File: src/rtl/lut_add_pipe.sv
// rtl/lut_add_pipe.sv - per-lane truth-table function summed with carry-in and accumulator, two-stage valid/ready pipeline
// Optional saturation of accumulate beats on carry: define LUT_ADD_SAT_EN.
module lut_add_pipe #(
  parameter int WIDTH = 4
) (
  input  logic             clk,
  input  logic             rst,
  input  logic             in_valid,
  output logic             in_ready,
  input  logic [WIDTH-1:0] a,
  input  logic [WIDTH-1:0] b,
  input  logic [3:0]       tt,
  input  logic             cin,
  input  logic             acc_en,
  input  logic             clr,
  output logic             out_valid,
  input  logic             out_ready,
  output logic [WIDTH-1:0] res,
  output logic             cout,
  output logic             zero,
  output logic             ones,
  output logic             ovf
);

  logic             adv;
  logic [WIDTH-1:0] f_comb;

  logic             s1_valid;
  logic [WIDTH-1:0] s1_f;
  logic             s1_cin;
  logic             s1_acc_en;
  logic             s1_clr;

  logic [WIDTH-1:0] acc;
  logic [WIDTH-1:0] opnd;
  logic [WIDTH:0]   sum;
  logic [WIDTH-1:0] res_next;
  logic             ovf_next;

  assign adv      = !(out_valid && !out_ready);
  assign in_ready = adv;

  always_comb begin
    f_comb = '0;
    for (int i = 0; i < WIDTH; i++) begin
      f_comb[i] = tt[{a[i], b[i]}];
    end
  end

  always_comb begin
    opnd = (s1_acc_en && !s1_clr) ? acc : '0;
    sum  = {1'b0, s1_f} + {1'b0, opnd} + {{WIDTH{1'b0}}, s1_cin};
`ifdef LUT_ADD_SAT_EN
    res_next = (s1_acc_en && sum[WIDTH]) ? {WIDTH{1'b1}} : sum[WIDTH-1:0];
`else
    res_next = sum[WIDTH-1:0];
`endif
    // clr drops the old sticky state before this beat's own carry is folded in
    ovf_next = s1_clr ? 1'b0 : ovf;
    if (s1_acc_en && sum[WIDTH]) begin
      ovf_next = 1'b1;
    end
  end

  always_ff @(posedge clk) begin
    if (rst) begin
      s1_valid  <= 1'b0;
      s1_f      <= '0;
      s1_cin    <= 1'b0;
      s1_acc_en <= 1'b0;
      s1_clr    <= 1'b0;
    end else if (adv) begin
      s1_valid <= in_valid;
      if (in_valid) begin
        s1_f      <= f_comb;
        s1_cin    <= cin;
        s1_acc_en <= acc_en;
        s1_clr    <= clr;
      end
    end
  end

  always_ff @(posedge clk) begin
    if (rst) begin
      out_valid <= 1'b0;
      res       <= '0;
      cout      <= 1'b0;
      zero      <= 1'b0;
      ones      <= 1'b0;
      ovf       <= 1'b0;
      acc       <= '0;
    end else if (adv) begin
      out_valid <= s1_valid;
      if (s1_valid) begin
        res  <= res_next;
        cout <= sum[WIDTH];
        zero <= ~|res_next;
        ones <= &res_next;
        ovf  <= ovf_next;
        if (s1_acc_en) begin
          acc <= res_next;
        end
      end
    end
  end

endmodule

File: config.mk
export PLATFORM = sky130hd
export DESIGN_NAME = lut_add_pipe
export DESIGN_NICKNAME = d
export VERILOG_FILES = /design/src/rtl/lut_add_pipe.sv
export SDC_FILE = /design/constraint.sdc
export NUM_CORES = 1
export LEC_CHECK = 0
export ABC_AREA = 1
export BUFFER_PORTS_ARGS = -buffer_cell sky130_fd_sc_hd__buf_2
export CORE_ASPECT_RATIO = 0.9
export CORE_MARGIN = 4
export CORE_UTILIZATION = 55
export DETAILED_ROUTE_END_ITERATION = 10
export HOLD_SLACK_MARGIN = 0.05
export PLACE_DENSITY = 0.83
export SLEW_MARGIN = 20
export SYNTH_ARGS = -nofsm -noshare
export SYNTH_HDL_FRONTEND = slang
export SYNTH_SLANG_ARGS = --single-unit
File: constraint.sdc
create_clock -name clk -period 4 [get_ports clk]
set_input_delay 0.6 -clock clk [delete_from_list [all_inputs] [get_ports clk]]
set_output_delay 0.6 -clock clk [all_outputs]
set_load 0.02 [all_outputs]
==> out/metrics.sh, run 1 <==
STATIC-LEAKAGE-POWER_nW=0.672
DIE_AREA_SQ_UM=2800
DETAILROUTE.VIA_COUNT=1098
FP.DIEW_UM=55.4
LAYOUT.CELLS.NON_FILLER=214
TIMING.CRITICAL_PATH.SLOWEST_CELL_DELAY_NS=0.44
TOP_LEVEL_PORTS=29
DRT-PASS1-ITER-COUNT=4
SYNTH.AVG_CELL_AREA_SQ_UM=7.02
FINAL_PERIOD_DEMAND_OF_THE_WORST_PATH_NS=2.08
AVGROUTEDWIREPERCELL_UM=11.5
ARRIVAL_TIME_OF_THE_WORST_SETUP_PATH_NS=2.33
SYNTH.YOSYS.WARNINGS=0
DRV_CAP=0
CRITPATHMOSTFREQUENTCELL='inv_1'
SYNTH_COMMON_CELLS='30 x nand2_1, 28 x inv_1, 21 x dfxtp_1'
COREAREA_SQ_UM=1910
CLOCK.FMAX_MHz=481
WORST_HOLD_PATH_TYPE='reg2reg'
AREA_GROWTH_PCT=17.6
SYNTH-SEQ-CELLS=21
DPL.CELL_COUNT=210
POST-SYNTH-TOP-AREA-FRACTION_PCT=37.9
GRT_FIRST_PASS_WIRELENGTH_UM=4090
WORST_IR_DROP_ON_VDD_uV=241
SETUP-VIOLATIONS-FINAL=0
HOLD_PATH_END='res[1]$_SDFFE_PP0P_'
NETLIST_INSTANCES=158
HOLD_PATH_DEPTH=2
CTS_NUM_SINKS=21
ROOT_BUFFER='clkbuf_4'
DETAIL_ROUTE.DRC_VIOLATIONS=0
SYNTH_SIMPLE_GATE_AREA_SHARE_PCT=24.4
CELLPOWERDENSITY_nW_PER_UM2=321
SYNTH_TOP_FAMILY_BY_AREA='simple AND/OR/NAND/NOR gates'
POST_CTS_HOLD_BUFFER_COUNT=0
CLK_LATENCY_NS=0.31
ROWS=15
CLOCK_SKEW_NS=0.00862
GLOBALROUTETOTALUTIL_PCT=18.5
YOSYS-TOP-CELLS-AREA='dfxtp_1 38%, nand2_1 10%, inv_1 9.5%'
TIMING.CRITICAL_PATH.REQUIRED_NS=4.25
MAXSLEWHEADROOM_PCT=82.9
CLOCK_PATH_BUFFERS=2
DRTITER0DRC=22
VIAS_IN_THE_FIRST_GLOBAL_ROUTE=1019
PORT_BUFFERS=28
TRITONCTS='done'
FINALCRITPERIODSHARE_PCT=52.0
DETAILED_PLACE_HPWL_UM=2040
CTS_REPAIR_RESIZE_COUNT=0
INITIAL_CORE_UTIL_PCT=58.0
MIN_FROM='res[1]$_SDFFE_PP0P_'
WORST-R2R-CELL-COUNT=11
TIMING_HOLD_VIOLATIONS_FINAL=0
GPL.FINAL_WEIGHTED_CONGESTION=0.852
INITIAL_ANTENNA_VIOLATION_COUNT=0
SYNTHFLOPTYPE='dfxtp_1'
TIMING_WORST_SETUP_PATH_TYPE='reg2reg'
HTREE_NUM_LEVELS=1
NUMBER_OF_MAX_SLEW_VIOLATIONS_IN_THE_FINAL_REPORT=0
YS_ASYNC_SR_FRACTION_PCT=0
SETUP_TNS_FINAL_NS=0
ANTENNA_CELLS_INSERTED=0
SYNTH-ADDER-AREA-SHARE_PCT=6.99
OVERFLOW=0
CRITPATHMAXFANOUT=4
SYNTH_XOR_XNOR_AREA_SHARE_PCT=0
LIBRARY_CELL_CONTRIBUTING_THE_LARGEST_SINGLE_DELAY_ON_THE_CRITICAL_PATH='fa_1'
TOTAL_NETS_AFTER_SYNTHESIS=182
YOSYS.CELL_COUNT.TOP_TYPE='nand2_1'
SYNTH.YOSYS.SEQ_AREA_SHARE_PCT=37.9
TRITONCTS.NUM_BUFFERS=3
COUNT_OF_FLIP_FLOPS_WITH_A_BUILT_IN_ENABLE_AFTER_SYNTHESIS=0
R2R_SETUP_SLACK_NS=1.92
NETLIST_AREA_SQ_UM=1110
CELL_TAKING_THE_MOST_AREA_AFTER_SYNTHESIS='dfxtp_1'
WORSTREG2REGEND='ones$_SDFFE_PP0P_'
SYNTH.MUX.AREA_FRACTION_PCT=0
TIMING_WORST_SLEW_PIN_VALUE_NS=0.256
DETAIL_ROUTE.VIAS_PER_CELL=5.13
YS_TYPES=16
DRIVE_ABOVE_1_SHARE_PCT=19.0
CHIPHEIGHT_UM=50.6
FILL_CELLS=193
END_KIND='flip-flop'
REGISTER_CLOCK_PIN_SLEW_ON_THE_REPORTED_WORST_SETUP_AND_HOLD_PATHS_NS=0.12
COMPOUND_GATE_PORTION_OF_THE_SYNTHESIZED_AREA_PCT=21.0
RSZ0062_AT_GRT='no'
ROUTE.FINAL.WIRE_LENGTH_UM=2450
FINAL_NET_COUNT=214
POSTROUTEANTENNANETS=0
GRT_MAX_DEGREE=14
WORSTPATHCELLLIST='inv_1 -> nand2_1 -> nor2_1 -> fa_1 -> inv_1 -> fa_1 -> inv_1 -> nand3_1 -> nor2_1 -> nand2_1 -> a21oi_1'
WORSTREG2REGSTART='s1_clr$_SDFFE_PP0P_'
STATUS='completed'
CTS_SETUP_BUFFERS=0
CRITPATHLAUNCHTYPE='flip-flop'
[worst max-delay path by stage]
stage | startpoint | to | slack, ns | cells after the start
2_1_floorplan | s1_clr$_SDFFE_PP0P_ | ones$_SDFFE_PP0P_ | 2.16 | 11
3_3_place_gp | s1_clr$_SDFFE_PP0P_ | ones$_SDFFE_PP0P_ | 2.10 | 11
3_5_place_dp | s1_clr$_SDFFE_PP0P_ | ones$_SDFFE_PP0P_ | 1.98 | 11
4_1_cts | s1_clr$_SDFFE_PP0P_ | ones$_SDFFE_PP0P_ | 1.94 | 11
5_1_grt | s1_clr$_SDFFE_PP0P_ | ones$_SDFFE_PP0P_ | 1.80 | 11
6_report | s1_clr$_SDFFE_PP0P_ | ones$_SDFFE_PP0P_ | 1.92 | 11
[critical path: cells and delay by family (launching register included)]
| family | cells | cell delay [ns] |
|---|---|---|
| compound gates | 1 | 0.12 |
| fa+ha+maj | 2 | 0.85 |
| buf+inv | 3 | 0.22 |
| flops | 1 | 0.33 |
| simple gates | 5 | 0.49 |
[report_power, final]
group	internal, mW	switching, mW	leakage, nW	total (mW)
Combinational	0.0312	0.0530	0.482	0.0842
Clock	0.0374	0.0670	0.0177	0.104
Sequential	0.222	0.00797	0.172	0.230
[metal layers]
| metal | track usage, % | share of wire, % | vias up |
|---|---|---|---|
| li1 | - | - | 573 |
| met1 | 21.7 | 44 | 481 |
| met2 | 32.3 | 47 | 40 |
| met3 | 4.63 | 6.6 | 4 |
| met4 | 7.29 | 1.5 | 0 |
| met5 | 0 | 0 | - |
[registers in the layout, indices dropped and copies added, names as in the netlist]
signal and flops:
acc 4, res 4, s1_f 4, cout 1, ones 1, out_valid 1, ovf 1, s1_acc_en 1
s1_cin 1, s1_clr 1, s1_valid 1, zero 1
[final cells by class]
cell class	count	area, sq um	share of cell area (%)
clock buffers	3	22.5	1.73
clock inverters	1	5.00	0.384
inverters	28	105	8.05
well taps	25	31.3	2.40
flip-flops and latches	21	420	32.2
multi-input cells	108	581	44.5
repair buffers	28	140	10.7
[per-stage QoR]
stage	setup slack (ns)	power [mW]	utilization [%]	cell area, sq um	hold WS (ns)
3_3_place_gp	2.10	0.315	66.7	1280	0.452
6_report	1.92	0.418	68.2	1310	0.475
2_1_floorplan	2.16	0.289	-	1110	0.444
5_1_grt	1.80	0.440	68.2	1310	0.494
3_5_place_dp	1.98	0.318	66.7	1280	0.459
4_1_cts	1.94	0.421	68.2	1310	0.477
[layout by cell type, fill, tap and decap left out]
| cell | n |
|---|---|
| nor2_4 | 1 |
| o211a_1 | 1 |
| clkinv_2 | 1 |
| fa_1 | 2 |
| a21oi_4 | 1 |
| a31oi_1 | 1 |
| inv_1 | 28 |
| a21oi_1 | 19 |
| ha_1 | 3 |
| dfxtp_1 | 21 |
| o21ai_0 | 15 |
| buf_2 | 28 |
| nand2_4 | 2 |
| o211ai_1 | 4 |
| nand2_1 | 30 |
| clkbuf_4 | 3 |
| nor2_1 | 17 |
| nand3_1 | 12 |
[logic make-up after synthesis]
group | after synthesis
adder cells (fa/ha/maj) | 5
flip-flops | 21
buffers and inverters | 29
AO/OA/AOI/OAI | 41
AND/OR/NAND/NOR | 62
Power figures use the tool's default switching activity.
==> run 2, diff against run 1 <==
--- a/config.mk
+++ b/config.mk
@@ -5,14 +5,14 @@
 export SDC_FILE = /design/constraint.sdc
 export NUM_CORES = 1
 export LEC_CHECK = 0
-export ABC_AREA = 1
+export ABC_AREA = 0
 export BUFFER_PORTS_ARGS = -buffer_cell sky130_fd_sc_hd__buf_2
 export CORE_ASPECT_RATIO = 0.9
 export CORE_MARGIN = 4
-export CORE_UTILIZATION = 55
+export CORE_UTILIZATION = 50
 export DETAILED_ROUTE_END_ITERATION = 10
 export HOLD_SLACK_MARGIN = 0.05
-export PLACE_DENSITY = 0.83
+export PLACE_DENSITY = 0.77
 export SLEW_MARGIN = 20
 export SYNTH_ARGS = -nofsm -noshare
 export SYNTH_HDL_FRONTEND = slang
==> constraint.sdc (replaced) <==
create_clock -name clk -period 2.1 [get_ports clk]
set_input_delay 0.315 -clock clk [delete_from_list [all_inputs] [get_ports clk]]
set_output_delay 0.315 -clock clk [all_outputs]
set_load 0.02 [all_outputs]
==> run 2 against run 1 <==
  * Register-to-register slack worse by 1.9 ns
  * Critical path depth down 4
  * Clock skew up 0.0030 ns
  * Die area up 4.7%
  * Combinational power up 67%
  * Critical path type unchanged
  * Critical endpoint unchanged
==> out/metrics.sh, run 2 <==
COUNT_OF_FLIP_FLOPS_WITH_A_BUILT_IN_ENABLE_AFTER_SYNTHESIS=0  # unchanged
ROWS=15  # unchanged
SYNTH_COMMON_CELLS='24 x nand2_1, 21 x dfxtp_1, 12 x a21oi_1'  # was 30 x nand2_1, 28 x inv_1, 21 x dfxtp_1
DRTITER0DRC=19  # was 22
DETAILROUTE.VIA_COUNT=898  # was 1,098
MAXSLEWHEADROOM_PCT=69.7  # was 82.9%
GLOBALROUTEMET1UTIL_PCT=18.7  # was 21.7%
FINAL_CORE_UTIL_PCT=66.0  # was 68.2%
CTS_NUM_SINKS=21  # unchanged
TOP_USAGE_LAYER='met2'  # unchanged
YOSYS.CELL_COUNT.TOP_TYPE='nand2_1'  # unchanged
HTREE_NUM_LEVELS=1  # unchanged
CRITICAL-PATH-TOP-DELAY-FAMILY='adder cells'  # unchanged
FILL_CELLS=166  # was 193
SEQCELLAREA_SQ_UM=423  # was 420 sq um
GPL.FINAL_WEIGHTED_CONGESTION=0.764  # was 0.852
DETAIL_ROUTE.DRC_VIOLATIONS=0  # unchanged
STATUS='completed'  # unchanged
ARRIVAL_TIME_OF_THE_WORST_SETUP_PATH_NS=2.29  # was 2.33 ns
YOSYS-TOP-CELLS-AREA='dfxtp_1 39%, mux4_2 8.5%, nand2_1 8.5%'  # was dfxtp_1 38%, nand2_1 10%, inv_1 9.5%
WORSTREG2REGEND='ones$_SDFFE_PP0P_'  # unchanged
COREAREA_SQ_UM=1970  # was 1910 sq um
DETAIL_ROUTE.VIAS_PER_CELL=5.28  # was 5.13
TIMING_WORST_SETUP_PATH_TYPE='reg2reg'  # unchanged
NUMBER_OF_MAX_SLEW_VIOLATIONS_IN_THE_FINAL_REPORT=0  # unchanged
CELL_TAKING_THE_MOST_AREA_AFTER_SYNTHESIS='dfxtp_1'  # unchanged
TIMING.CRITICAL_PATH.REQUIRED_NS=2.32  # was 4.25 ns
DRIVE_ABOVE_1_SHARE_PCT=39.3  # was 19.0%
WORSTPATHCELLLIST='nor2b_4 -> and2_4 -> fa_2 -> inv_2 -> fa_2 -> nand2b_4 -> o41ai_4'  # was inv_1 -> nand2_1 -> nor2_1 -> fa_1 -> inv_1 -> fa_1 -> inv_1 -> nand3_1 -> nor2_1 -> nand2_1 -> a21oi_1
MULTI_INPUT_COMB_AREA_SQ_UM=634  # was 581 sq um
SYNTHFLOPTYPE='dfxtp_1'  # unchanged
FIN_WS_NS=0.0271  # was 1.92 ns
VIAS_IN_THE_FIRST_GLOBAL_ROUTE=919  # was 1,019
WORSTREG2REGSTART='s1_acc_en$_SDFFE_PP0P_'  # was s1_clr$_SDFFE_PP0P_
RSZ0062_AT_GRT='yes'  # was no
CP_NUM_BUF_INV=1  # was 3
MIN_FROM='clr'  # was res[1]$_SDFFE_PP0P_
OVERFLOW=0  # unchanged
SYNTH-SEQ-CELLS=21  # unchanged
TIMING_WORST_SLEW_PIN_VALUE_NS=0.455  # was 0.256 ns
CHIPHEIGHT_UM=51.8  # was 50.6 um
HOLD_PATH_END='s1_clr$_SDFFE_PP0P_'  # was res[1]$_SDFFE_PP0P_
POSTROUTEANTENNANETS=0  # unchanged
SYNTH.AVG_CELL_AREA_SQ_UM=9.34  # was 7.02 sq um
TRITONCTS.NUM_BUFFERS=3  # unchanged
DIE_AREA_SQ_UM=2930  # was 2800 sq um
FINAL_CELL_AREA_SQ_UM=1300  # was 1310 sq um
YS_ASYNC_SR_FRACTION_PCT=0  # unchanged
CRITPATHMAXFANOUT=4  # unchanged
LAYOUT.CELLS.NON_FILLER=170  # was 214
GRT_FIRST_PASS_WIRELENGTH_UM=3900  # was 4090 um
COMMONEST_CELLS_AFTER_ROUTING_FILL_AND_TAPS_ASIDE='28 x buf_2, 24 x nand2_1, 19 x dfxtp_1'  # was 30 x nand2_1, 28 x inv_1, 28 x buf_2
PLACE_WORST_SETUP_SLACK_NS=-0.0338  # was 1.98 ns
TIMING.CRITICAL_PATH.SLOWEST_CELL_DELAY_NS=0.45  # was 0.44 ns
DPL.CELL_COUNT=164  # was 210
DETAILED_PLACE_HPWL_UM=1710  # was 2040 um
TIMING_HOLD_VIOLATIONS_FINAL=0  # unchanged
TRITONCTS='done'  # unchanged
REGISTER_CLOCK_PIN_SLEW_ON_THE_REPORTED_WORST_SETUP_AND_HOLD_PATHS_NS=0.12  # about the same
CLOCK_SKEW_NS=0.0117  # was 0.00862 ns
ROOT_BUFFER='clkbuf_4'  # unchanged
PLACED_CELL_AREA_SQ_UM=1210  # was 1280 sq um
FP.DIEW_UM=56.6  # was 55.4 um
DRV_CAP=0  # unchanged
REG.LARGEST.LIST='acc (4), res (4), s1_f (4)'  # unchanged
WORST_IR_DROP_ON_VDD_uV=472  # was 241 uV
SETUP-VIOLATIONS-FINAL=0  # unchanged
CELLPOWERDENSITY_nW_PER_UM2=588  # was 321 nW/um^2
DRT-PASS1-ITER-COUNT=4  # unchanged
LIBRARY_CELL_CONTRIBUTING_THE_LARGEST_SINGLE_DELAY_ON_THE_CRITICAL_PATH='fa_2'  # was fa_1
WORST_HOLD_PATH_TYPE='in2reg'  # was reg2reg
WORST-R2R-CELL-COUNT=7  # was 11
INITIAL_CORE_UTIL_PCT=54.0  # was 58.0%
CLOCK_PATH_BUFFERS=2  # unchanged
AREA_GROWTH_PCT=22.1  # was 17.6%
CLK_LATENCY_NS=0.31  # about the same
POST-SYNTH-TOP-AREA-FRACTION_PCT=39.5  # was 37.9%
HOLD_PATH_DEPTH=3  # was 2
GRT_MAX_DEGREE=23  # was 14
FINAL_NET_COUNT=170  # was 214
FINAL_PERIOD_DEMAND_OF_THE_WORST_PATH_NS=2.07  # was 2.08 ns
GLOBAL_ROUTE.USAGE.MET2_PCT=32.5  # was 32.3%
ROUTE.FINAL.WIRE_LENGTH_UM=2310  # was 2450 um
TOTAL_NETS_AFTER_SYNTHESIS=138  # was 182
CRITPATHLAUNCHTYPE='flip-flop'  # unchanged
SYNTH.YOSYS.SEQ_AREA_SHARE_PCT=39.5  # was 37.9%
TOP_LEVEL_PORTS=29  # unchanged
SYNTH.YOSYS.WARNINGS=0  # unchanged
FINAL_COMMON_CELL='buf_2'  # was nand2_1
R2R_SETUP_SLACK_NS=0.03  # was 1.92 ns
PORT_BUFFERS=28  # unchanged
CLOCK.FMAX_MHz=482  # was 481 MHz
CRITPATHMOSTFREQUENTCELL='fa_2'  # was inv_1
ANTENNA_CELLS_INSERTED=0  # unchanged
STATIC-LEAKAGE-POWER_nW=0.598  # was 0.672 nW
FIN_WORST_HOLD_SLACK_NS=0.232  # was 0.475 ns
AVGROUTEDWIREPERCELL_UM=13.6  # was 11.5 um
YS_TYPES=35  # was 16
GLOBALROUTETOTALUTIL_PCT=16.7  # was 18.5%
FINALCRITPERIODSHARE_PCT=98.7  # was 52.0%
GRTUSAGEMET3_PCT=4.71  # was 4.63%
INITIAL_ANTENNA_VIOLATION_COUNT=0  # unchanged
NETLIST_AREA_SQ_UM=1060  # was 1110 sq um
NETLIST_INSTANCES=114  # was 158
END_KIND='flip-flop'  # unchanged
-- run 2: cell types whose count changed after synthesis, sizes merged, moves of 4 or more --
cell | before | now
nand3 | 12 | 5
and2 | 0 | 5
o21ai | 15 | 1
nand2 | 32 | 25
inv | 28 | 5
nor2 | 18 | 6
mux4 | 0 | 4
o211ai | 4 | 0
a21oi | 20 | 13
-- run 2: report_power, final --
group | internal (mW) | leakage (nW) | switching (mW)
Combinational | 0.0660 | 0.408 | 0.0753
Sequential | 0.417 | 0.172 | 0.0127
Clock | 0.0711 | 0.0177 | 0.122
-- run 2: metrics by stage --
step                      TNS, ns  total power [mW]
final                           0             0.764
after global routing      -0.0350             0.804
after CTS                       0             0.757
after detailed placement  -0.0338             0.567
after global placement          0             0.561
after floorplan                 0             0.524
-- run 2: worst max path at each step --
| stage | from | end | slack (ns) | cells past startpoint |
|---|---|---|---|---|
| floorplan | s1_acc_en$_SDFFE_PP0P_ | ones$_SDFFE_PP0P_ | 0.12 | 8 |
| global placement | s1_acc_en$_SDFFE_PP0P_ | ones$_SDFFE_PP0P_ | 0.09 | 8 |
| detailed placement | s1_acc_en$_SDFFE_PP0P_ | ones$_SDFFE_PP0P_ | -0.03 | 8 |
| CTS | s1_acc_en$_SDFFE_PP0P_ | ones$_SDFFE_PP0P_ | 0.02 | 7 |
| global route | s1_acc_en$_SDFFE_PP0P_ | ones$_SDFFE_PP0P_ | -0.03 | 7 |
| finish | s1_acc_en$_SDFFE_PP0P_ | ones$_SDFFE_PP0P_ | 0.03 | 7 |
-- run 2: worst min-delay path: cells and delay by family --
kind            cells  cell delay, ns
buf+inv             1            0.09
simple gates        1            0.04
compound gates      1            0.05
-- run 2: metal layers --
layer	vias to the layer above	routed length (um)	part of all wire [%]
met3	4	136	5.9
met5	-	0	0
met2	26	1210	53
met4	0	29	1.3
met1	416	931	40
li1	452	-	-
-- run 2: logic make-up (layout without fill, tap and decap cells) --
group,count (synthesis),count (layout),share of synthesized area (%)
mux,5,5,9.40
buf+inv,9,40,4.82
fa+ha+maj,5,5,7.29
flops,21,21,39.5
compound gates,22,22,14.1
xor+xnor,2,2,2.35
simple gates,50,50,22.6
-- run 2: repair_timing --
action | in CTS | in global routing
hold buffers | 0 | 0
hold endpoints to repair | 0 | 0
setup buffers | 0 | 2
setup endpoints to repair | 1 | 3
pin swaps | 0 | 6
resized for setup | 2 | 9
-- run 2: cell type report --
cell class,instances,area share (%)
Clock inverter,1,0.385
Clock buffer,3,1.73
Inverter,5,1.64
Timing Repair Buffer,31,12.5
Multi-Input combinational cell,84,48.8
Tap cell,25,2.41
Sequential cell,21,32.5
==> run 3, diff against run 2 <==
--- a/config.mk
+++ b/config.mk
@@ -12,7 +12,7 @@
 export CORE_UTILIZATION = 50
 export DETAILED_ROUTE_END_ITERATION = 10
 export HOLD_SLACK_MARGIN = 0.05
-export PLACE_DENSITY = 0.77
+export PLACE_DENSITY_LB_ADDON = 0.3
 export SLEW_MARGIN = 20
 export SYNTH_ARGS = -nofsm -noshare
 export SYNTH_HDL_FRONTEND = slang
==> run 3 against run 2 <==
  * Worst setup slack improved by 0.060 ns
  * Wire length decreased by 5.4%
  * Clock skew decreased by 0.0088 ns
  * Critical path depth increased by 1
  * Largest cell class unchanged
==> out/metrics.sh, run 3 (synthesized netlist as in run 2, its figures left out) <==
ROWS=15  # unchanged
DETAIL_ROUTE.VIAS_PER_CELL=5.44  # was 5.28
FINAL_NET_COUNT=169  # was 170
STATUS='completed'  # unchanged
WORST_IR_DROP_ON_VDD_uV=423  # was 472 uV
CLOCK_PATH_BUFFERS=2  # unchanged
OVERFLOW=0  # unchanged
END_KIND='flip-flop'  # unchanged
SETUP_TNS_FINAL_NS=0  # unchanged
DETAILED_PLACE_HPWL_UM=1780  # was 1710 um
TRITONCTS.NUM_BUFFERS=3  # unchanged
AVGROUTEDWIREPERCELL_UM=12.9  # was 13.6 um
ROOT_BUFFER='clkbuf_4'  # unchanged
GRT_FIRST_PASS_WIRELENGTH_UM=3670  # was 3900 um
CHIPHEIGHT_UM=51.8  # unchanged
HTREE_NUM_LEVELS=1  # unchanged
CRITPATHMAXFANOUT=4  # unchanged
VIAS_IN_THE_FIRST_GLOBAL_ROUTE=897  # was 919
ANTENNA_CELLS_INSERTED=0  # unchanged
DRV_CAP=0  # unchanged
TIMING_WORST_SETUP_PATH_TYPE='reg2reg'  # unchanged
COMMONEST_CELLS_AFTER_ROUTING_FILL_AND_TAPS_ASIDE='28 x buf_2, 24 x nand2_1, 20 x dfxtp_1'  # was 28 x buf_2, 24 x nand2_1, 19 x dfxtp_1
DRIVE_ABOVE_1_SHARE_PCT=34.7  # was 39.3%
FILL_CELLS=169  # was 166
CLK_LATENCY_NS=0.30  # was 0.31 ns
TIMING_HOLD_VIOLATIONS_FINAL=0  # unchanged
FP.DIEW_UM=56.6  # unchanged
TIMING.CRITICAL_PATH.REQUIRED_NS=2.30  # was 2.32 ns
REGISTER_CLOCK_PIN_SLEW_ON_THE_REPORTED_WORST_SETUP_AND_HOLD_PATHS_NS=0.10  # was 0.12 ns
NUMBER_OF_MAX_SLEW_VIOLATIONS_IN_THE_FINAL_REPORT=0  # unchanged
DPL.CELL_COUNT=164  # unchanged
GPL.FINAL_WEIGHTED_CONGESTION=0.816  # was 0.764
DRT-PASS1-ITER-COUNT=4  # unchanged
PORT_BUFFERS=28  # unchanged
FINAL_COMMON_CELL='buf_2'  # unchanged
SEQCELLAREA_SQ_UM=422  # was 423 sq um
REG.LARGEST.LIST='acc (4), res (4), s1_f (4)'  # unchanged
AREA_GROWTH_PCT=18.9  # was 22.1%
FINALCRITPERIODSHARE_PCT=95.8  # was 98.7%
DETAILROUTE.VIA_COUNT=919  # was 898
FINAL_PERIOD_DEMAND_OF_THE_WORST_PATH_NS=2.01  # was 2.07 ns
TOP_LEVEL_PORTS=29  # unchanged
COREAREA_SQ_UM=1970  # unchanged
DETAIL_ROUTE.DRC_VIOLATIONS=0  # unchanged
FIN_WORST_HOLD_SLACK_NS=0.236  # was 0.232 ns
LAYOUT.CELLS.NON_FILLER=169  # was 170
CRITPATHLAUNCHTYPE='flip-flop'  # unchanged
CTS_NUM_SINKS=21  # unchanged
TRITONCTS='done'  # unchanged
DRTITER0DRC=19  # unchanged
CELLPOWERDENSITY_nW_PER_UM2=593  # was 588 nW/um^2
INITIAL_CORE_UTIL_PCT=54.0  # unchanged
FIN_WS_NS=0.0874  # was 0.0271 ns
ROUTE.FINAL.WIRE_LENGTH_UM=2190  # was 2310 um
POSTROUTEANTENNANETS=0  # unchanged
ARRIVAL_TIME_OF_THE_WORST_SETUP_PATH_NS=2.22  # was 2.29 ns
DIE_AREA_SQ_UM=2930  # unchanged
CLOCK.FMAX_MHz=497  # was 482 MHz
CLOCK_SKEW_NS=0.00286  # was 0.0117 ns
MULTI_INPUT_COMB_AREA_SQ_UM=611  # was 634 sq um
WORST_HOLD_PATH_TYPE='in2reg'  # unchanged
TIMING_WORST_SLEW_PIN_VALUE_NS=0.406  # was 0.455 ns
PLACE_WORST_SETUP_SLACK_NS=-0.0434  # was -0.0338 ns
GLOBALROUTETOTALUTIL_PCT=16.6  # was 16.7%
STATIC-LEAKAGE-POWER_nW=0.555  # was 0.598 nW
POST_CTS_HOLD_BUFFER_COUNT=0  # unchanged
GRT_MAX_DEGREE=23  # unchanged
MAXSLEWHEADROOM_PCT=72.9  # was 69.7%
FINAL_CORE_UTIL_PCT=64.3  # was 66.0%
SETUP-VIOLATIONS-FINAL=0  # unchanged
INITIAL_ANTENNA_VIOLATION_COUNT=0  # unchanged
[run 3: per-stage QoR]
stage          total power, mW  cell area (sq um)
2_1_floorplan            0.524               1060
3_3_place_gp             0.562               1210
3_5_place_dp             0.567               1210
4_1_cts                  0.758               1250
5_1_grt                  0.795               1270
6_report                 0.751               1270
[run 3: worst paths after layout]
kind | start | slack, ns | cells after the start | to
worst max-delay path | s1_acc_en$_SDFFE_PP0P_ | 0.09 | 8 | zero$_SDFFE_PP0P_
worst min-delay path | cin | 0.24 | 3 | s1_cin$_SDFFE_PP0P_
worst max register to register | s1_acc_en$_SDFFE_PP0P_ | 0.09 | 8 | zero$_SDFFE_PP0P_
worst min register to register | ovf$_SDFFE_PP0P_ | 0.47 | 2 | ovf$_SDFFE_PP0P_
[run 3: repair_timing]
item | in CTS | in global routing
setup buffers | 0 | 1
endpoints found under the setup margin | 1 | 4
endpoints found under the hold margin | 0 | 0
pin swaps | 0 | 1
resized for setup | 1 | 4
[run 3: area by class of cell]
type | instances | share of cell area (%)
Timing Repair Buffer | 30 | 12.3
Clock buffer | 4 | 2.08
Tap cell | 25 | 2.47
Multi-Input combinational cell | 84 | 48.2
Sequential cell | 21 | 33.3
Inverter | 5 | 1.68
[run 3: metal layers]
layer	track usage, %	share of wire (%)	wire length [um]
met2	30.4	49	1080
met4	7.11	1.8	40
met5	0	0	0
met3	5.46	6.8	149
met1	17.3	42	916
[run 3: critical path, cell delays in order, from the launching register on]
cell and delay [ns]:
dfxtp_1 0.33, nor2b_4 0.13, and2_1 0.16, fa_1 0.38, inv_1 0.09, fa_2 0.47
nand2b_1 0.09, nor4_1 0.04, a32o_1 0.23
[run 3: where the power goes]
part           total [mW]  leakage (nW)  switching [mW]  internal (mW)
Combinational       0.134         0.369          0.0717         0.0626
Sequential          0.429         0.172          0.0124          0.417
Clock               0.188        0.0150           0.114         0.0742
